### src/rtl/roi_harness_pkg.sv
// Shared definitions for the ROI harness sequencer and the benches that drive it.
package roi_harness_pkg;

  // Sequencer states, in the order a transaction walks through them.
  typedef enum logic [2:0] {
    ST_IDLE,
    ST_SHIFT1,
    ST_STB1,
    ST_SHIFT2,
    ST_STB2,
    ST_READ,
    ST_DONE
  } state_t;

  // Counter width: enough bits to count 0..max(din_n,dout_n)-1.
  function automatic int cnt_w(input int din_n, input int dout_n);
    int m;
    m = (din_n > dout_n) ? din_n : dout_n;
    return (m < 2) ? 1 : $clog2(m);
  endfunction

  // Cycles from the accept edge to the DONE cycle.
  function automatic int txn_len(input int din_n, input int dout_n);
    return 2 * din_n + dout_n + 3;
  endfunction

  localparam int DIN_N_DEF  = 256;
  localparam int DOUT_N_DEF = 256;
  localparam int TXN_LEN    = 2 * DIN_N_DEF + DOUT_N_DEF + 3;

endpackage

### src/rtl/roi_harness_seq_if.sv
// Host request/readback signals plus the serial pins to the harness.
interface roi_harness_seq_if #(
  parameter int DIN_N  = 256,
  parameter int DOUT_N = 256
);
  logic              start;
  logic [DIN_N-1:0]  wdata;
  logic              busy;
  logic              done;
  logic [DOUT_N-1:0] rdata;
  logic              sdi;
  logic              stb;
  logic              sdo;

  // Driver side: the host issuing requests and the harness returning sdo.
  modport master (
    output start, wdata, sdo,
    input  busy, done, rdata, sdi, stb
  );

  // Sequencer side.
  modport slave (
    input  start, wdata, sdo,
    output busy, done, rdata, sdi, stb
  );
endinterface

### src/rtl/roi_harness_seq.sv
// Sequencer: load a word twice into the harness chain, strobe after each load,
// then shift the captured ROI response back into a parallel word.
module roi_harness_seq
  import roi_harness_pkg::*;
#(
  parameter int DIN_N  = 256,
  parameter int DOUT_N = 256
) (
  input  logic            clk,
  input  logic            rst,
  roi_harness_seq_if.slave bus
);

  localparam int CW = cnt_w(DIN_N, DOUT_N);
  localparam logic [CW-1:0] DIN_LAST  = CW'(DIN_N - 1);
  localparam logic [CW-1:0] DOUT_LAST = CW'(DOUT_N - 1);

  state_t            state_reg, state_next;
  logic [CW-1:0]     cnt_reg, cnt_next;
  logic [DIN_N-1:0]  wq_reg;
  logic [DOUT_N-1:0] rdata_reg;
  logic              sdi_reg, sdi_next;
  logic              stb_reg, stb_next;
  logic              busy_reg, busy_next;
  logic              done_reg, done_next;
  logic [DIN_N-1:0]  shift_src;
  logic [DIN_N-1:0]  shift_view;

  // State and position counter register.
  always_ff @(posedge clk) begin
    if (rst) begin
      state_reg <= ST_IDLE;
      cnt_reg   <= '0;
    end else begin
      state_reg <= state_next;
      cnt_reg   <= cnt_next;
    end
  end

  // Next-state and counter logic; the counter wraps to 0 whenever a shift/read phase ends.
  always_comb begin
    state_next = state_reg;
    cnt_next   = cnt_reg;
    case (state_reg)
      ST_IDLE: begin
        if (bus.start) begin
          state_next = ST_SHIFT1;
          cnt_next   = '0;
        end
      end
      ST_SHIFT1: begin
        if (cnt_reg == DIN_LAST) begin
          state_next = ST_STB1;
          cnt_next   = '0;
        end else begin
          cnt_next = cnt_reg + 1'b1;
        end
      end
      ST_STB1: state_next = ST_SHIFT2;
      ST_SHIFT2: begin
        if (cnt_reg == DIN_LAST) begin
          state_next = ST_STB2;
          cnt_next   = '0;
        end else begin
          cnt_next = cnt_reg + 1'b1;
        end
      end
      ST_STB2: state_next = ST_READ;
      ST_READ: begin
        if (cnt_reg == DOUT_LAST) begin
          state_next = ST_DONE;
          cnt_next   = '0;
        end else begin
          cnt_next = cnt_reg + 1'b1;
        end
      end
      ST_DONE: state_next = ST_IDLE;
      default: begin
        state_next = ST_IDLE;
        cnt_next   = '0;
      end
    endcase
  end

  // Output decode from the upcoming state so the pins are registered yet aligned
  // with the state they belong to. On the accept edge wq is not loaded yet, so
  // the first bit comes straight from wdata.
  always_comb begin
    shift_src  = (state_reg == ST_IDLE) ? bus.wdata : wq_reg;
    shift_view = shift_src << cnt_next;
    sdi_next   = 1'b0;
    if (state_next == ST_SHIFT1 || state_next == ST_SHIFT2) begin
      sdi_next = shift_view[DIN_N-1];
    end
    stb_next  = (state_next == ST_STB1) || (state_next == ST_STB2);
    busy_next = (state_next != ST_IDLE);
    done_next = (state_next == ST_DONE);
  end

  // Registered harness pins and host status.
  always_ff @(posedge clk) begin
    if (rst) begin
      sdi_reg  <= 1'b0;
      stb_reg  <= 1'b0;
      busy_reg <= 1'b0;
      done_reg <= 1'b0;
    end else begin
      sdi_reg  <= sdi_next;
      stb_reg  <= stb_next;
      busy_reg <= busy_next;
      done_reg <= done_next;
    end
  end

  // Word latch on accept and MSB-first readback shift during READ.
  always_ff @(posedge clk) begin
    if (rst) begin
      wq_reg    <= '0;
      rdata_reg <= '0;
    end else if (state_reg == ST_IDLE && bus.start) begin
      wq_reg    <= bus.wdata;
      rdata_reg <= '0;
    end else if (state_reg == ST_READ) begin
      rdata_reg <= {rdata_reg[DOUT_N-2:0], bus.sdo};
    end
  end

  assign bus.sdi   = sdi_reg;
  assign bus.stb   = stb_reg;
  assign bus.busy  = busy_reg;
  assign bus.done  = done_reg;
  assign bus.rdata = rdata_reg;

endmodule

### src/flat_wrapper.sv
// flat-port wrapper written by rule: the top's interface ports become plain ports
module roi_harness_seq_flat import roi_harness_pkg::*;
#(
  parameter int DIN_N  = 256,
  parameter int DOUT_N = 256
)
  (clk, rst, bus_start, bus_wdata, bus_sdo, bus_busy, bus_done, bus_rdata, bus_sdi, bus_stb);
  roi_harness_seq_if #(.DIN_N(DIN_N), .DOUT_N(DOUT_N)) bus_i ();
  input  logic clk;
  input  logic rst;
  input wire logic [$bits(bus_i.start)-1:0] bus_start;
  input wire logic [$bits(bus_i.wdata)-1:0] bus_wdata;
  input wire logic [$bits(bus_i.sdo)-1:0] bus_sdo;
  output wire logic [$bits(bus_i.busy)-1:0] bus_busy;
  output wire logic [$bits(bus_i.done)-1:0] bus_done;
  output wire logic [$bits(bus_i.rdata)-1:0] bus_rdata;
  output wire logic [$bits(bus_i.sdi)-1:0] bus_sdi;
  output wire logic [$bits(bus_i.stb)-1:0] bus_stb;
  assign bus_i.start = bus_start;
  assign bus_i.wdata = bus_wdata;
  assign bus_i.sdo = bus_sdo;
  assign bus_busy = bus_i.busy;
  assign bus_done = bus_i.done;
  assign bus_rdata = bus_i.rdata;
  assign bus_sdi = bus_i.sdi;
  assign bus_stb = bus_i.stb;
  roi_harness_seq #(.DIN_N(DIN_N), .DOUT_N(DOUT_N)) u_core (.clk(clk), .rst(rst), .bus(bus_i));
endmodule
### config.mk
export PLATFORM = sky130hd
export DESIGN_NAME = roi_harness_seq_flat
export DESIGN_NICKNAME = d
export VERILOG_FILES = /design/src/rtl/roi_harness_pkg.sv /design/src/rtl/roi_harness_seq_if.sv /design/src/rtl/roi_harness_seq.sv /design/src/flat_wrapper.sv
export SDC_FILE = /design/constraint.sdc
export NUM_CORES = 1
export LEC_CHECK = 0
export BUFFER_PORTS_ARGS = -buffer_cell sky130_fd_sc_hd__buf_2
export CAP_MARGIN = 20
export CORE_ASPECT_RATIO = 0.5
export CORE_MARGIN = 5
export CORE_UTILIZATION = 55
export DETAILED_ROUTE_END_ITERATION = 8
export PLACE_DENSITY_LB_ADDON = 0.15
export SYNTH_ARGS = -nofsm -noshare
export SYNTH_HDL_FRONTEND = slang
export SYNTH_SLANG_ARGS = --single-unit
export TNS_END_PERCENT = 30
### constraint.sdc
create_clock -name clk -period 4.79 [get_ports clk]
set_input_delay 0.7185 -clock clk [delete_from_list [all_inputs] [get_ports clk]]
set_output_delay 0.7185 -clock clk [all_outputs]
set_load 0.02 [all_outputs]
==> impl_metrics.toml <==
[yosys]
synth_cell_types = 73
ys_warn_count = 0
syn_avg_cell_area_um2 = 7.64
synth_compound_area_frac = 0.185
synth_adder_area_share = 0.000550
synth_nets = 3240
synth_ff_type = "dfxtp_1"
synth_seq_cells = 527
synth_top_family_by_area = "simple AND/OR/NAND/NOR gates"
synth_mux_area_frac = 0.0684
synth_edf_count = 0
synthCells = 2979
synthArstFlopShare = 0
synthXorXnorAreaFrac = 0.000385
yosys.area_share.simple = 0.234
ys_seq_area_frac = 0.464
syn-cell-area_mm2 = 0.0227

[cts]
numCtsBuffers = 46
cts.clk_slew.worst_paths_ps = 70
cts.sinks = 527
post_cts_resized = 0
cts.hold.buffers_added = 0
cts_tree = "done"
cts_root_buffer = "clkbuf_16"
clk_path_buf_depth = 3
post-cts-setup-buffers = 0
cts_htree_levels = 2
clk_latency_ps = 590

[route]
route.detailed.drc = 0
wl_per_cell_um = 18.8
routed_wl_um = 74000
vias_per_cell = 5.70
drt-initial-drc-count = 2415
first_pass_iters = 6
drtAntennaViolNets = 0
num_vias = 22400

[sta]
setup_viol = 0
min_period_over_period = 0.780
rsz0062_at_grt = "no"
worst_slack_ps = 1060
finalWorstPathRequiredPeriod_ps = 3730
relSlewSlack = 0.247
hold_viol_final = 0
report.final.slew_viol_count = 0
max_freq_ghz = 0.268
fin_setup_tns_ps = 0
max_slew.worst_pin.slew_ps = 1130
fin_skew_ps = 25.1

[placement]
gp_congestion = 0.891
pre_cts_slack_ps = 825
dp_cells = 3836
dp_hpwl_um = 49700
io_buffers = 519

[worst_setup_path]
arrival_ps = 4200
slowest_delay_ps = 500
crit_fanout = 52
cpMaxStageDelayCell = "dfxtp_1"
critical-path-top-delay-family = "compound AO/OA/AOI/OAI gates"
critPathCaptureType = "flop"
start_kind = "flop"
path_class = "reg2reg"
path_buf_inv = 1
worstPathCellList = "ha_1 -> and3_1 -> a211oi_4 -> nor2_4 -> buf_12 -> o2111ai_1 -> o22ai_1 -> and4b_1 -> o311ai_1 -> a211oi_1 -> a311oi_1 -> a32oi_1"
cp_data_required_time_ps = 5260

[floorplan]
coreArea_mm2 = 0.0407
die-width_um = 298
dieArea_mm2 = 0.0458
io_pins = 520
fp-row-count = 52
start_util = 0.559
die_y_um = 154

[grt]
grt_pass1_vias = 20500
grt_max_degree = 187
antenna_found_initial = 6
grt_overflow = 0
grt_use_total = 0.299
grt_pass1_wl_um = 112000

[layout]
final_cell_count_no_fill = 3925
final_cell_mix = "nand2_1 (1176), a21oi_1 (571), dfxtp_1 (527), buf_2 (518), nand3_1 (68)"
nets = 3605
post-route-util = 0.664
syn2layout_area_growth_pct = 18.8
layout-drive-gt1-share = 0.208
final_common_cell = "nand2_1"

[pwr]
leakagePower_uw = 0.0108
ir_worst_vdd_mv = 0.254
p_per_area_mw_per_mm2 = 350

[hold_path]
worstHoldPathType = "in2reg"

[job]
drv_cap = 0

[run_status]
outcome = "finished clean"
[layout make-up]
class,instances,area (um2)
Antenna cell,6,15.0
Clock buffer,67,1360
Clock inverter,16,180
Fill cell,3597,13700
Inverter,5,18.8
Multi-Input combinational cell,2202,11200
Sequential cell,527,10600
Tap cell,540,676
Timing Repair Buffer,562,3040
[where the power goes]
part           switching [uW]  internal [uW]  total [uW]
clock                    1740           2100        3830
combinational             650            382        1030
sequential               68.4           4510        4580
[stage by stage]
| stage | hold WS [ps] | cell area (um2) | power (uW) |
|---|---|---|---|
| after floorplan | 432 | 22700 | 5330 |
| after global placement | 438 | 25500 | 5670 |
| after detailed placement | 444 | 25500 | 5680 |
| after CTS | 353 | 27000 | 9470 |
| after global routing | 349 | 27000 | 9780 |
| final | 373 | 27000 | 9440 |
[tightest hold or removal path, cell delays in order]
cell     delay (ps)
buf_2           110
nand2_1          50
a21oi_1          50
[cells by family after synthesis]
family / Yosys count
AOI/OAI and AO/OA: 754
xor gates and xnor gates: 1
adders and majority gates: 1
buffers and inverters: 250
DFF: 527
muxes: 103
and+or+nand+nor: 1343
[synth_stat cells (all sizes together), types with 6 or more instances]
master,number,share of area
a22oi,9,0.0030
nor2,29,0.0051
o2111ai,6,0.0023
a31oi,19,0.0052
nand2,1179,0.19
a311oi,6,0.0023
buf,54,0.015
o21ai,41,0.0090
a211oi,10,0.0039
nand2b,6,0.0017
nand3,68,0.015
mux4,41,0.041
and3,8,0.0022
a21oi,571,0.13
dfxtp,527,0.46
and2,7,0.0019
nand4,6,0.0017
nor3,20,0.0051
clkbuf,191,0.032
mux2,6,0.0030
o22ai,12,0.0033
a221oi,29,0.011
mux2i,56,0.025
[layer usage]
layer	wire, um	vias up	global-route usage
met2	35900	911	0.510
li1	-	10800	-
met5	0	-	0
met4	3100	0	0.116
met3	6350	189	0.0726
met1	28600	10500	0.371
[final timing paths]
kind	start	to	slack, ps	cells past startpoint
min reg2reg	u_core.wq_reg[164]$_SDFFE_PP0P_	u_core.wq_reg[164]$_SDFFE_PP0P_	450	2
max reg2reg	u_core.cnt_reg[0]$_SDFF_PP0_	u_core.bus.sdi$_SDFF_PP0_	1060	12
min	bus_wdata[9]	u_core.wq_reg[9]$_SDFFE_PP0P_	370	3
max	u_core.cnt_reg[0]$_SDFF_PP0_	u_core.bus.sdi$_SDFF_PP0_	1060	12
(Power assumes the default switching activity.)
